--- src/rtl/dmem_ctrl_pkg.sv ---
// Shared encodings and helpers for the byte-serial data memory access controller.
package dmem_ctrl_pkg;

  localparam logic [1:0] SZ_B = 2'd0;
  localparam logic [1:0] SZ_H = 2'd1;
  localparam logic [1:0] SZ_W = 2'd2;
  localparam logic [1:0] SZ_D = 2'd3;

  typedef enum logic [1:0] {
    IDLE = 2'd0,
    XFER = 2'd1,
    RESP = 2'd2
  } state_t;

  // Number of bytes moved for an access size (1, 2, 4 or 8).
  function automatic logic [3:0] nbytes(input logic [1:0] size);
    return 4'd1 << size;
  endfunction

endpackage

--- src/rtl/rr_arb2.sv ---
// Two-way round-robin arbiter; bit 0 is the core, bit 1 the loader.
module rr_arb2 (
  input  logic       clk,
  input  logic       reset,
  input  logic [1:0] req,
  input  logic       advance,
  output logic [1:0] gnt
);

  // High when the loader won the previous grant, so the core is favoured next.
  logic last_ldr;

  always_comb begin
    gnt = 2'b00;
    if (req[0] && (!req[1] || last_ldr)) begin
      gnt[0] = 1'b1;
    end else if (req[1]) begin
      gnt[1] = 1'b1;
    end
  end

  always_ff @(posedge clk or posedge reset) begin
    if (reset) begin
      last_ldr <= 1'b1;
    end else if (advance && (gnt != 2'b00)) begin
      last_ldr <= gnt[1];
    end
  end

endmodule

--- src/rtl/dmem_access_ctrl.sv ---
// Arbitrates core/loader accesses and serialises them into little-endian byte
// cycles on the byte-wide data memory, returning extended load data with an ack.
module dmem_access_ctrl
  import dmem_ctrl_pkg::*;
#(
  parameter int unsigned DEPTH = 100,
  parameter int unsigned AW    = 64
) (
  input  logic          clk,
  input  logic          reset,
  input  logic          core_req,
  input  logic          core_we,
  input  logic [1:0]    core_size,
  input  logic          core_uns,
  input  logic [AW-1:0] core_addr,
  input  logic [63:0]   core_wdata,
  output logic          core_ack,
  output logic          core_err,
  output logic [63:0]   core_rdata,
  output logic          core_stall,
  input  logic          ldr_req,
  input  logic          ldr_we,
  input  logic [1:0]    ldr_size,
  input  logic          ldr_uns,
  input  logic [AW-1:0] ldr_addr,
  input  logic [63:0]   ldr_wdata,
  output logic          ldr_ack,
  output logic          ldr_err,
  output logic [63:0]   ldr_rdata,
  output logic [AW-1:0] mem_addr,
  output logic [7:0]    mem_wdata,
  output logic          mem_we,
  output logic          mem_re,
  input  logic [7:0]    mem_rdata
);

  state_t        state, state_n;
  logic [2:0]    cnt, cnt_n;
  logic          sel, sel_n;
  logic          we_q, we_n;
  logic [1:0]    size_q, size_n;
  logic          uns_q, uns_n;
  logic [AW-1:0] addr_q, addr_n;
  logic [63:0]   wdata_q, wdata_n;
  logic [63:0]   ld_buf, ld_buf_n;

  logic [AW-1:0] mem_addr_n;
  logic [7:0]    mem_wdata_n;
  logic          mem_we_n, mem_re_n;
  logic          core_ack_n, core_err_n, ldr_ack_n, ldr_err_n;
  logic [63:0]   core_rdata_n, ldr_rdata_n;
  logic [63:0]   resp_data;

  logic [1:0]    req, gnt;
  logic          advance;
  logic          r_we, r_uns;
  logic [1:0]    r_size;
  logic [AW-1:0] r_addr;
  logic [63:0]   r_wdata;
  logic          oor_c, last_c;

  function automatic logic [63:0] extend(input logic [63:0] d, input logic [1:0] sz,
                                         input logic uns);
    logic [63:0] r;
    case (sz)
      SZ_B:    r = uns ? {56'd0, d[7:0]}  : {{56{d[7]}},  d[7:0]};
      SZ_H:    r = uns ? {48'd0, d[15:0]} : {{48{d[15]}}, d[15:0]};
      SZ_W:    r = uns ? {32'd0, d[31:0]} : {{32{d[31]}}, d[31:0]};
      default: r = d;
    endcase
    return r;
  endfunction

  assign req        = {ldr_req, core_req};
  assign core_stall = core_req & ~core_ack;

  rr_arb2 u_arb (
    .clk     (clk),
    .reset   (reset),
    .req     (req),
    .advance (advance),
    .gnt     (gnt)
  );

  // Winner's request fields, valid while a grant is being taken in IDLE.
  assign r_we    = gnt[1] ? ldr_we    : core_we;
  assign r_size  = gnt[1] ? ldr_size  : core_size;
  assign r_uns   = gnt[1] ? ldr_uns   : core_uns;
  assign r_addr  = gnt[1] ? ldr_addr  : core_addr;
  assign r_wdata = gnt[1] ? ldr_wdata : core_wdata;

  // One extra bit so base + N cannot wrap around the address space.
  assign oor_c  = ({1'b0, r_addr} + (AW+1)'(nbytes(r_size))) > (AW+1)'(DEPTH);
  assign last_c = (cnt == 3'(nbytes(size_q) - 4'd1));

  always_comb begin
    state_n      = state;
    cnt_n        = cnt;
    sel_n        = sel;
    we_n         = we_q;
    size_n       = size_q;
    uns_n        = uns_q;
    addr_n       = addr_q;
    wdata_n      = wdata_q;
    ld_buf_n     = ld_buf;
    mem_addr_n   = '0;
    mem_wdata_n  = '0;
    mem_we_n     = 1'b0;
    mem_re_n     = 1'b0;
    core_ack_n   = 1'b0;
    core_err_n   = 1'b0;
    core_rdata_n = '0;
    ldr_ack_n    = 1'b0;
    ldr_err_n    = 1'b0;
    ldr_rdata_n  = '0;
    resp_data    = '0;
    advance      = 1'b0;

    case (state)
      IDLE: begin
        if (req != 2'b00) begin
          advance  = 1'b1;
          sel_n    = gnt[1];
          we_n     = r_we;
          size_n   = r_size;
          uns_n    = r_uns;
          addr_n   = r_addr;
          wdata_n  = r_wdata;
          cnt_n    = '0;
          ld_buf_n = '0;
          if (oor_c) begin
            state_n = RESP;
            if (gnt[1]) begin
              ldr_ack_n = 1'b1;
              ldr_err_n = 1'b1;
            end else begin
              core_ack_n = 1'b1;
              core_err_n = 1'b1;
            end
          end else begin
            state_n     = XFER;
            mem_addr_n  = r_addr;
            mem_we_n    = r_we;
            mem_re_n    = ~r_we;
            mem_wdata_n = r_we ? r_wdata[7:0] : 8'd0;
          end
        end
      end
      XFER: begin
        if (!we_q) begin
          ld_buf_n[{cnt, 3'b000} +: 8] = mem_rdata;
        end
        if (last_c) begin
          state_n   = RESP;
          resp_data = we_q ? 64'd0 : extend(ld_buf_n, size_q, uns_q);
          if (sel) begin
            ldr_ack_n   = 1'b1;
            ldr_rdata_n = resp_data;
          end else begin
            core_ack_n   = 1'b1;
            core_rdata_n = resp_data;
          end
        end else begin
          cnt_n       = cnt + 3'd1;
          mem_addr_n  = addr_q + AW'(cnt_n);
          mem_we_n    = we_q;
          mem_re_n    = ~we_q;
          mem_wdata_n = we_q ? wdata_q[{cnt_n, 3'b000} +: 8] : 8'd0;
        end
      end
      RESP: begin
        state_n = IDLE;
      end
      default: begin
        state_n = IDLE;
      end
    endcase
  end

  always_ff @(posedge clk or posedge reset) begin
    if (reset) begin
      state      <= IDLE;
      cnt        <= '0;
      sel        <= 1'b0;
      we_q       <= 1'b0;
      size_q     <= SZ_B;
      uns_q      <= 1'b0;
      addr_q     <= '0;
      wdata_q    <= '0;
      ld_buf     <= '0;
      mem_addr   <= '0;
      mem_wdata  <= '0;
      mem_we     <= 1'b0;
      mem_re     <= 1'b0;
      core_ack   <= 1'b0;
      core_err   <= 1'b0;
      core_rdata <= '0;
      ldr_ack    <= 1'b0;
      ldr_err    <= 1'b0;
      ldr_rdata  <= '0;
    end else begin
      state      <= state_n;
      cnt        <= cnt_n;
      sel        <= sel_n;
      we_q       <= we_n;
      size_q     <= size_n;
      uns_q      <= uns_n;
      addr_q     <= addr_n;
      wdata_q    <= wdata_n;
      ld_buf     <= ld_buf_n;
      mem_addr   <= mem_addr_n;
      mem_wdata  <= mem_wdata_n;
      mem_we     <= mem_we_n;
      mem_re     <= mem_re_n;
      core_ack   <= core_ack_n;
      core_err   <= core_err_n;
      core_rdata <= core_rdata_n;
      ldr_ack    <= ldr_ack_n;
      ldr_err    <= ldr_err_n;
      ldr_rdata  <= ldr_rdata_n;
    end
  end

endmodule
--- config.mk ---
export PLATFORM = sky130hd
export DESIGN_NAME = dmem_access_ctrl
export DESIGN_NICKNAME = d
export VERILOG_FILES = /design/src/rtl/dmem_ctrl_pkg.sv /design/src/rtl/rr_arb2.sv /design/src/rtl/dmem_access_ctrl.sv
export SDC_FILE = /design/constraint.sdc
export NUM_CORES = 1
export LEC_CHECK = 0
export CAP_MARGIN = 20
export CORE_ASPECT_RATIO = 1.75
export CORE_MARGIN = 10
export CORE_UTILIZATION = 45
export CTS_BUF_LIST = sky130_fd_sc_hd__clkbuf_16
export CTS_CLUSTER_DIAMETER = 80
export CTS_CLUSTER_SIZE = 24
export DETAILED_ROUTE_END_ITERATION = 10
export GPL_TIMING_DRIVEN = 0
export PLACE_DENSITY = 0.75
export SLEW_MARGIN = 10
export SYNTH_ARGS = -nofsm -noshare
export SYNTH_HDL_FRONTEND = slang
export SYNTH_SLANG_ARGS = --single-unit
--- constraint.sdc ---
create_clock -name clk -period 17.7 [get_ports clk]
set_input_delay 3.54 -clock clk [delete_from_list [all_inputs] [get_ports clk]]
set_output_delay 3.54 -clock clk [all_outputs]
set_load 0.02 [all_outputs]
# [Word-level counts from Yosys, hierarchy flattened]
# Cells that the tools add are included.
[op_classes] n_addsub=5 magnitude_cmp=1 n_eq_ne=7 shift=5 mux=64 n_bitwise=4 reduce_logical=13
[ops] op="64-bit 2-to-1 mux" count=17
[ops] op="64-bit case mux with 2 select lines" count=2
[ops] op="64-bit case mux with 3 select lines" count=1
[ops] op="64-bit by 4-bit adder with 65-bit output" count=1
[ops] op="65-bit by 7-bit greater-than comparator with 1-bit output, second input constant" count=1
[ops] op="64-bit by 3-bit adder with 64-bit output" count=1
[ops] op="64-bit bitwise mux" count=1
[ops] op="8-bit by 8-bit variable shift with 64-bit output, first input constant" count=1
[ops] op="64-bit by 7-bit variable part select with 8-bit output" count=1
[ops] op="8-bit by 8-bit variable part select with 64-bit output" count=1
[ops] op="8-bit 2-to-1 mux" count=5
[ops] op="1-bit 2-to-1 mux" count=25
[ops] op="8-bit case mux with 2 select lines" count=1
[ops] op="2-bit 2-to-1 mux" count=4
[ops] op="6-bit negation with 8-bit output" count=1
[ops] op="1-bit case mux with 2 select lines" count=4
[ops] op="3-bit 2-to-1 mux" count=2
[ops] op="2-bit inequality test, second input constant" count=3
[ops] op="3-bit case mux with 2 select lines" count=1
[ops] op="2-bit AND reduction" count=3
[ops] op="2-bit nonzero test" count=3
[ops] op="2-bit by 1-bit equality test with 1-bit output, second input constant" count=2
[ops] op="2-bit logical NOT" count=2
[ops] op="2-bit case mux with 2 select lines" count=1
[ops] op="other kinds (12)" count=15
[word_totals] reg_bits=409 in_bits=276 output_inout_bits=207 word_cells=119

# [Logic depth before layout (Yosys ltp)]
[depth] word_depth=11 depth_mapped=25 ltp_nobuf=14

# [Hierarchy]
# A second synthesis with hierarchy kept.
[hier_totals] cells_unflattened=2136 hier_area_um2=20806.2
[modules_own_cells] mod="dmem_access_ctrl" instances=1 cells_per_inst=2129 area_each_um2=20746.1 seq_area_each_um2=10209.8
[modules_own_cells] mod="rr_arb2" instances=1 cells_per_inst=7 area_each_um2=60.1 seq_area_each_um2=26.3

# [Worst setup path after synthesis]
# OpenSTA, ideal clock, no wires.
[synth_timing] path_type="input -> register" from="in core_req" to="reg core_ack" setup_time_ns=0.129 arrival_time_ns=8.691 t_required_ns=17.571 setup_slack_ns=8.880 path_stages=24 path_buffers=12 cell_sequence="buf_4 > a21bo_2 > buf_2 > buf_4 > buf_2 > buf_2 > buf_2 > buf_1 > clkbuf_1 > clkbuf_1 > nand3_1 > nand2_1 > ha_1 > clkbuf_1 > nand2_1 > o21ai_1 > o2111ai_1 > clkbuf_1 > nor4b_1 > o22ai_1 > nor4b_1 > nand4_1 > buf_1 > o41a_1"
[synth_via] elab_chain_len=9 word_cells_on_any_way=12
[synth_rtl] element="start, declared" line_no="dmem_access_ctrl.sv:11" rtl="input logic core_req,"
[synth_rtl] element="1-bit logical AND" line_no="rr_arb2.sv:15" rtl="if (req[0] && (!req[1] || last_ldr)) begin"
[synth_rtl] element="1-bit 2-to-1 mux" line_no="rr_arb2.sv:15"
[synth_rtl] element="2-bit 2-to-1 mux" line_no="dmem_access_ctrl.sv:87" rtl="assign r_size = gnt[1] ? ldr_size : core_size;"
[synth_rtl] element="1-bit by 2-bit << shifter with 4-bit output" line_no="dmem_ctrl_pkg.sv:17" rtl="return 4'd1 << size;"
[synth_rtl] element="64-bit by 4-bit adder with 65-bit output" line_no="dmem_access_ctrl.sv:93" rtl="assign oor_c = ({1'b0, r_addr} + (AW+1)'(nbytes(r_size))) > (AW+1)'(DEPTH);"
[synth_rtl] element="65-bit by 7-bit greater-than comparator with 1-bit output" line_no="dmem_access_ctrl.sv:93"
[synth_rtl] element="1-bit 2-to-1 mux" line_no="dmem_access_ctrl.sv:131" rtl="if (oor_c) begin"
[synth_rtl] element="1-bit 2-to-1 mux *" line_no="dmem_access_ctrl.sv:121" rtl="if (req != 2'b00) begin"
[synth_rtl] element="1-bit case mux with 2 select lines *" line_no="dmem_access_ctrl.sv:119" rtl="case (state)"
[synth_rtl] element="net core_ack_n" line_no="dmem_access_ctrl.sv:50" rtl="logic core_ack_n, core_err_n, ldr_ack_n, ldr_err_n;"
[synth_rtl] element="end signal, assigned" line_no="dmem_access_ctrl.sv:215" rtl="core_ack <= core_ack_n;"
[synth_rtl] element="end, declared" line_no="dmem_access_ctrl.sv:17" rtl="output logic core_ack,"
# Mark *: on every way through the listed nets, which the timed path passes. The rest lies on a longest branch.
# A chain may end at the register's enable or synchronous reset.

# [Final worst setup path]
[layout_timing] from="in ldr_req" to="reg mem_addr[5]"
[layout_via] elab_chain_len=11 word_cells_on_any_way=14
[layout_rtl] element="start, declared" line_no="dmem_access_ctrl.sv:21" rtl="input logic ldr_req,"
[layout_rtl] element="1-bit logical NOT" line_no="rr_arb2.sv:15"
[layout_rtl] element="1-bit logical OR" line_no="rr_arb2.sv:15"
[layout_rtl] element="1-bit logical AND" line_no="rr_arb2.sv:15"
[layout_rtl] element="1-bit 2-to-1 mux" line_no="rr_arb2.sv:15"
[layout_rtl] element="2-bit 2-to-1 mux" line_no="dmem_access_ctrl.sv:87"
[layout_rtl] element="1-bit by 2-bit << shifter with 4-bit output" line_no="dmem_ctrl_pkg.sv:17"
[layout_rtl] element="64-bit by 4-bit adder with 65-bit output" line_no="dmem_access_ctrl.sv:93"
[layout_rtl] element="65-bit by 7-bit greater-than comparator with 1-bit output" line_no="dmem_access_ctrl.sv:93"
[layout_rtl] element="64-bit 2-to-1 mux" line_no="dmem_access_ctrl.sv:131"
[layout_rtl] element="64-bit 2-to-1 mux *" line_no="dmem_access_ctrl.sv:121"
[layout_rtl] element="64-bit case mux with 2 select lines *" line_no="dmem_access_ctrl.sv:119"
[layout_rtl] element="net mem_addr_n[5]" line_no="dmem_access_ctrl.sv:47" rtl="logic [AW-1:0] mem_addr_n;"
[layout_rtl] element="end signal, assigned" line_no="dmem_access_ctrl.sv:211" rtl="mem_addr <= mem_addr_n;"
[layout_rtl] element="end, declared" line_no="dmem_access_ctrl.sv:30" rtl="output logic [AW-1:0] mem_addr,"
# Marked as above.

==> results.tsv <==
stage	metric	value	unit
run_status	outcome	completed	
synthesis	most common flop cell mapped by yosys	sky130_fd_sc_hd__dfrtp_1	
final_layout	P&R area growth vs syn	30.0	%
route	Vias per Instance	6.08	
global_routing	maximum number of pins on one net before global-route repair	112	
power	net switching power figure	0.715	mW
clock_network	clock-pin transition on the worst setup and hold timing paths	0.10	ns
worst_setup_path	startpoint kind of the worst setup timing path	input port	
sta	Tmin final	13.29	ns
clock_network	post-CTS setup buffer count	0	
placement	IO Port Bufs	477	
global_routing	residual overflow from global routing	0	
power	fraction of power spent switching nets	33.2	%
synthesis	biggest area contributors in the synthesized netlist	sky130_fd_sc_hd__dfrtp_1, sky130_fd_sc_hd__nand2_1, sky130_fd_sc_hd__nor2_1, sky130_fd_sc_hd__mux2i_1, sky130_fd_sc_hd__a31oi_1	
synthesis	share of the yosys chip area belonging to registers	48.7	%
die	floorplan die height	306	um
die	die width	183	um
clock_network	# hold bufs at CTS	0	
worst_hold_path	Min-Delay Path Class	flop to flop	
clock_network	number of buffers on the longest clock path	3	
power	worst vdd ir	0.0581	mV
sta	Post-Route Hold Slack	0.494	ns
power	Clk pwr share	26.4	%
clock_network	clock sink count	409	
die	IO Count	483	
worst_setup_path	cell count of the worst reg-to-reg path	23	
worst_setup_path	crit path from	ldr_req	
sta	max-slew violation count	0	
sta	Fin Clk Skew	0.0197	ns
final_layout	final cell count without fillers	3372	
worst_setup_path	Crit Path Max Fanout	10	
synthesis	number of enable flip-flop cells after synthesis	0	
sta	achievable clock frequency	75.2	MHz
sta	unrepaired setup endpoints after global routing	no	
synthesis	cell taking the most area after synthesis	sky130_fd_sc_hd__dfrtp_1	
synthesis	FF+latch count, synth	409	
synthesis	Warnings, synthesis	0	
placement	detailed-placement wirelength estimate	78.9	mm
route	antenna-violating nets left	0	
placement	cell total after placement	3331	
synthesis	share of async-settable or async-resettable flops after synthesis	100	%
route	total number of vias	20500	
die	area of the core	46100	um2
synthesis	Avg Synthesized Cell Area	9.28	um2
power	sequential power share	49.7	%
power	final total power	2.15	mW
worst_setup_path	data required time of the critical path	18.10	ns
route	Pre-Repair DR Iteration Count	7	
clock_network	deepest level of the CTS H-tree	1	
die	starting density of the core	45.6	%
worst_setup_path	launching point of the worst reg2reg path	u_arb.last_ldr$_DFFE_PP1P_	
worst_setup_path	Worst EP arrival	13.69	ns
placement	routability cong.	1.02	
final_layout	layout net count	3063	
placement	instance area at placement	26700	um2
synthesis	share of the synthesized area in the top cell type	48.6	%
power	combinational fraction of design power	23.9	%
clock_network	TritonCTS Buffers	22	
job	# Max-Cap Violations	0	
route	DRC viols	0	
die	Die Area	56100	um2
clock_network	CTS tree	yes	
power	Power Internal	1.44	mW
sta	final setup vio count	0	
route	wirelength, routed	95.8	mm
global_routing	overall routing resource usage	33.0	%
worst_hold_path	critical hold path startpoint	wdata_q[2]$_DFFE_PP0P_	
sta	Period Utilization, post-route	75.1	%
sta	headroom to the max-slew limit	24.8	%
worst_setup_path	Setup crit end kind	flop	
synthesis	post-synthesis cell area	21000	um2
power	Lkg Pwr	11.4	nW
clock_network	clk_lat worst skew	0.56	ns
global_routing	antenna violations before repair	7	
clock_network	master cell of the clock root buffer	sky130_fd_sc_hd__clkbuf_16	
sta	slew at the pin closest to its max-slew limit	1.13	ns
final_layout	share of layout cells above drive strength 1	5.11	%
worst_hold_path	Hold Path Stages	2	
route	final routed wire length divided by cell count	28.4	um
route	Starting DRT DRC Count	2062	
power	power per cell area	78.7	nW/um2
sta	Final Hold Violating Endpoints	0	
worst_setup_path	worst setup path class	input port to flop	
global_routing	global-route wire length before repair	138	mm
final_layout	post-layout instance area	27300	um2
synthesis	synthesized net count	2557	
global_routing	via count of the first global-routing pass	20900	
clock_network	count of instances resized after the clock tree is built	0	
synthesis	Netlist cell types	78	
die	number of placement rows	104	
synthesis	count of mapped cells out of synthesis	2266	
==> synth_stat cells, drive strengths merged (15+ instances only) <==
cell type / instances
xnor2: 39
mux2i: 77
inv: 28
o21ai: 103
mux2: 22
and3: 24
or2: 22
and2: 15
nor2: 245
a31oi: 86
clkbuf: 104
o41ai: 17
buf: 40
a22oi: 17
mux4: 16
nand3: 73
or3: 26
a21oi: 87
nand4: 47
nand2: 414
nor3: 62
o31ai: 15
xor2: 44
nor4: 18
dfrtp: 408
a22o: 56
==> layout make-up <==
type | instances | area (um2)
buffer | 144 | 584
fill | 4075 | 18700
inverter | 28 | 113
tap | 583 | 729
timing repair buffer | 482 | 4890
antenna | 8 | 20.0
multi-input combinational | 1685 | 10100
clock inverter | 10 | 88.8
sequential | 409 | 10200
clock buffer | 23 | 576
==> sequential cells by signal (all words and copies together), names as in the netlist, 2 cells and up <==
signal / flops
wdata_q: 64
mem_wdata: 8
mem_addr: 64
state: 2
ld_buf: 64
addr_q: 64
ldr_rdata: 64
size_q: 2
cnt: 3
core_rdata: 64
==> cell usage in the layout, fill, tap and decap left out, types with 9 or more instances in the layout <==
master                            count
sky130_fd_sc_hd__a21oi_1             87
sky130_fd_sc_hd__a221oi_1            13
sky130_fd_sc_hd__a22o_1              56
sky130_fd_sc_hd__a22oi_1             17
sky130_fd_sc_hd__a31oi_1             86
sky130_fd_sc_hd__and2_1              13
sky130_fd_sc_hd__and3_1              24
sky130_fd_sc_hd__buf_1               21
sky130_fd_sc_hd__buf_2               15
sky130_fd_sc_hd__clkbuf_1           104
sky130_fd_sc_hd__clkbuf_16           23
sky130_fd_sc_hd__clkdlybuf4s50_1    477
sky130_fd_sc_hd__dfrtp_1            408
sky130_fd_sc_hd__ha_1                13
sky130_fd_sc_hd__inv_1               34
sky130_fd_sc_hd__mux2_2              22
sky130_fd_sc_hd__mux2i_1             77
sky130_fd_sc_hd__mux4_2              16
sky130_fd_sc_hd__nand2_1            414
sky130_fd_sc_hd__nand2b_1            14
sky130_fd_sc_hd__nand3_1             73
sky130_fd_sc_hd__nand3b_1             9
sky130_fd_sc_hd__nand4_1             46
sky130_fd_sc_hd__nor2_1             245
sky130_fd_sc_hd__nor3_1              62
sky130_fd_sc_hd__nor4_1              15
sky130_fd_sc_hd__nor4b_1              9
sky130_fd_sc_hd__o21ai_0             97
sky130_fd_sc_hd__o31ai_1             15
sky130_fd_sc_hd__o41ai_2             16
sky130_fd_sc_hd__or2_2               21
sky130_fd_sc_hd__or3_1               25
sky130_fd_sc_hd__xnor2_1             39
sky130_fd_sc_hd__xor2_1              44
==> power by group through the flow <==
stage / combinational [mW] / sequential (mW) / clock (mW)
final: 0.514 / 1.07 / 0.568
after global routing: 0.549 / 1.08 / 0.602
after CTS: 0.505 / 1.07 / 0.569
after detailed placement: 0.503 / 1.08 / 0
after global placement: 0.492 / 1.08 / 0
after floorplan: 0.286 / 1.06 / 0
==> layer usage <==
| layer | up-vias | global-route usage, % | share of wire (%) |
|---|---|---|---|
| met1 | 10100 | 34.9 | 34 |
| met2 | 1114 | 59.3 | 52 |
| met4 | 4 | 20.9 | 6.9 |
| met5 | - | 0 | 0.027 |
| met3 | 258 | 5.44 | 6.7 |
| li1 | 9059 | - | - |
==> worst paths after layout <==
path                                       endpoint  slack [ns]
max in group asynchronous  core_rdata[24]$_DFF_PP0_       12.20
min in group asynchronous     mem_addr[6]$_DFF_PP0_        3.42
hold reg to reg              wdata_q[2]$_DFFE_PP0P_        0.49
setup / recovery              mem_addr[5]$_DFF_PP0_        4.41
hold / removal               wdata_q[2]$_DFFE_PP0P_        0.49
setup reg to reg              mem_addr[5]$_DFF_PP0_        7.50
==> stage by stage <==
stage	util (%)	setup WS, ns	TNS [ns]
2_1_floorplan	-	2.78	0
3_3_place_gp	57.6	-1.38	-532.06
3_5_place_dp	57.9	4.28	0
4_1_cts	59.3	4.84	0
5_1_grt	59.3	4.64	0
6_report	59.4	4.41	0
==> worst max-delay path: stages <==
cell and delay [ns]:
sky130_fd_sc_hd__clkdlybuf4s50_1 0.58, sky130_fd_sc_hd__a21bo_2 0.38, sky130_fd_sc_hd__buf_2 0.33, sky130_fd_sc_hd__buf_4 0.30, sky130_fd_sc_hd__buf_2 0.39, sky130_fd_sc_hd__buf_2 0.43, sky130_fd_sc_hd__buf_2 0.42, sky130_fd_sc_hd__buf_1 0.88
sky130_fd_sc_hd__clkbuf_1 0.74, sky130_fd_sc_hd__clkbuf_1 0.51, sky130_fd_sc_hd__nand3_1 0.16, sky130_fd_sc_hd__nand2_1 0.10, sky130_fd_sc_hd__ha_1 0.12, sky130_fd_sc_hd__clkbuf_1 0.37, sky130_fd_sc_hd__nand2_1 0.10, sky130_fd_sc_hd__o21ai_1 0.66
sky130_fd_sc_hd__o2111ai_1 0.68, sky130_fd_sc_hd__clkbuf_1 0.44, sky130_fd_sc_hd__o41ai_1 0.75, sky130_fd_sc_hd__o21ai_0 0.20, sky130_fd_sc_hd__nor4_1 0.44, sky130_fd_sc_hd__nand4_2 0.31, sky130_fd_sc_hd__buf_4 0.29, sky130_fd_sc_hd__o41ai_2 0.52
==> kinds of logic after synthesis <==
kind of cell,after synthesis,share of synthesized area [%]
xor+xnor,83,3.46
mux,115,6.56
fa+ha+maj,15,0.964
buf+inv,172,3.28
flops,409,48.7
compound gates,463,15.1
simple gates,1009,21.9
No activity file was read; power rests on OpenSTA's default activity.
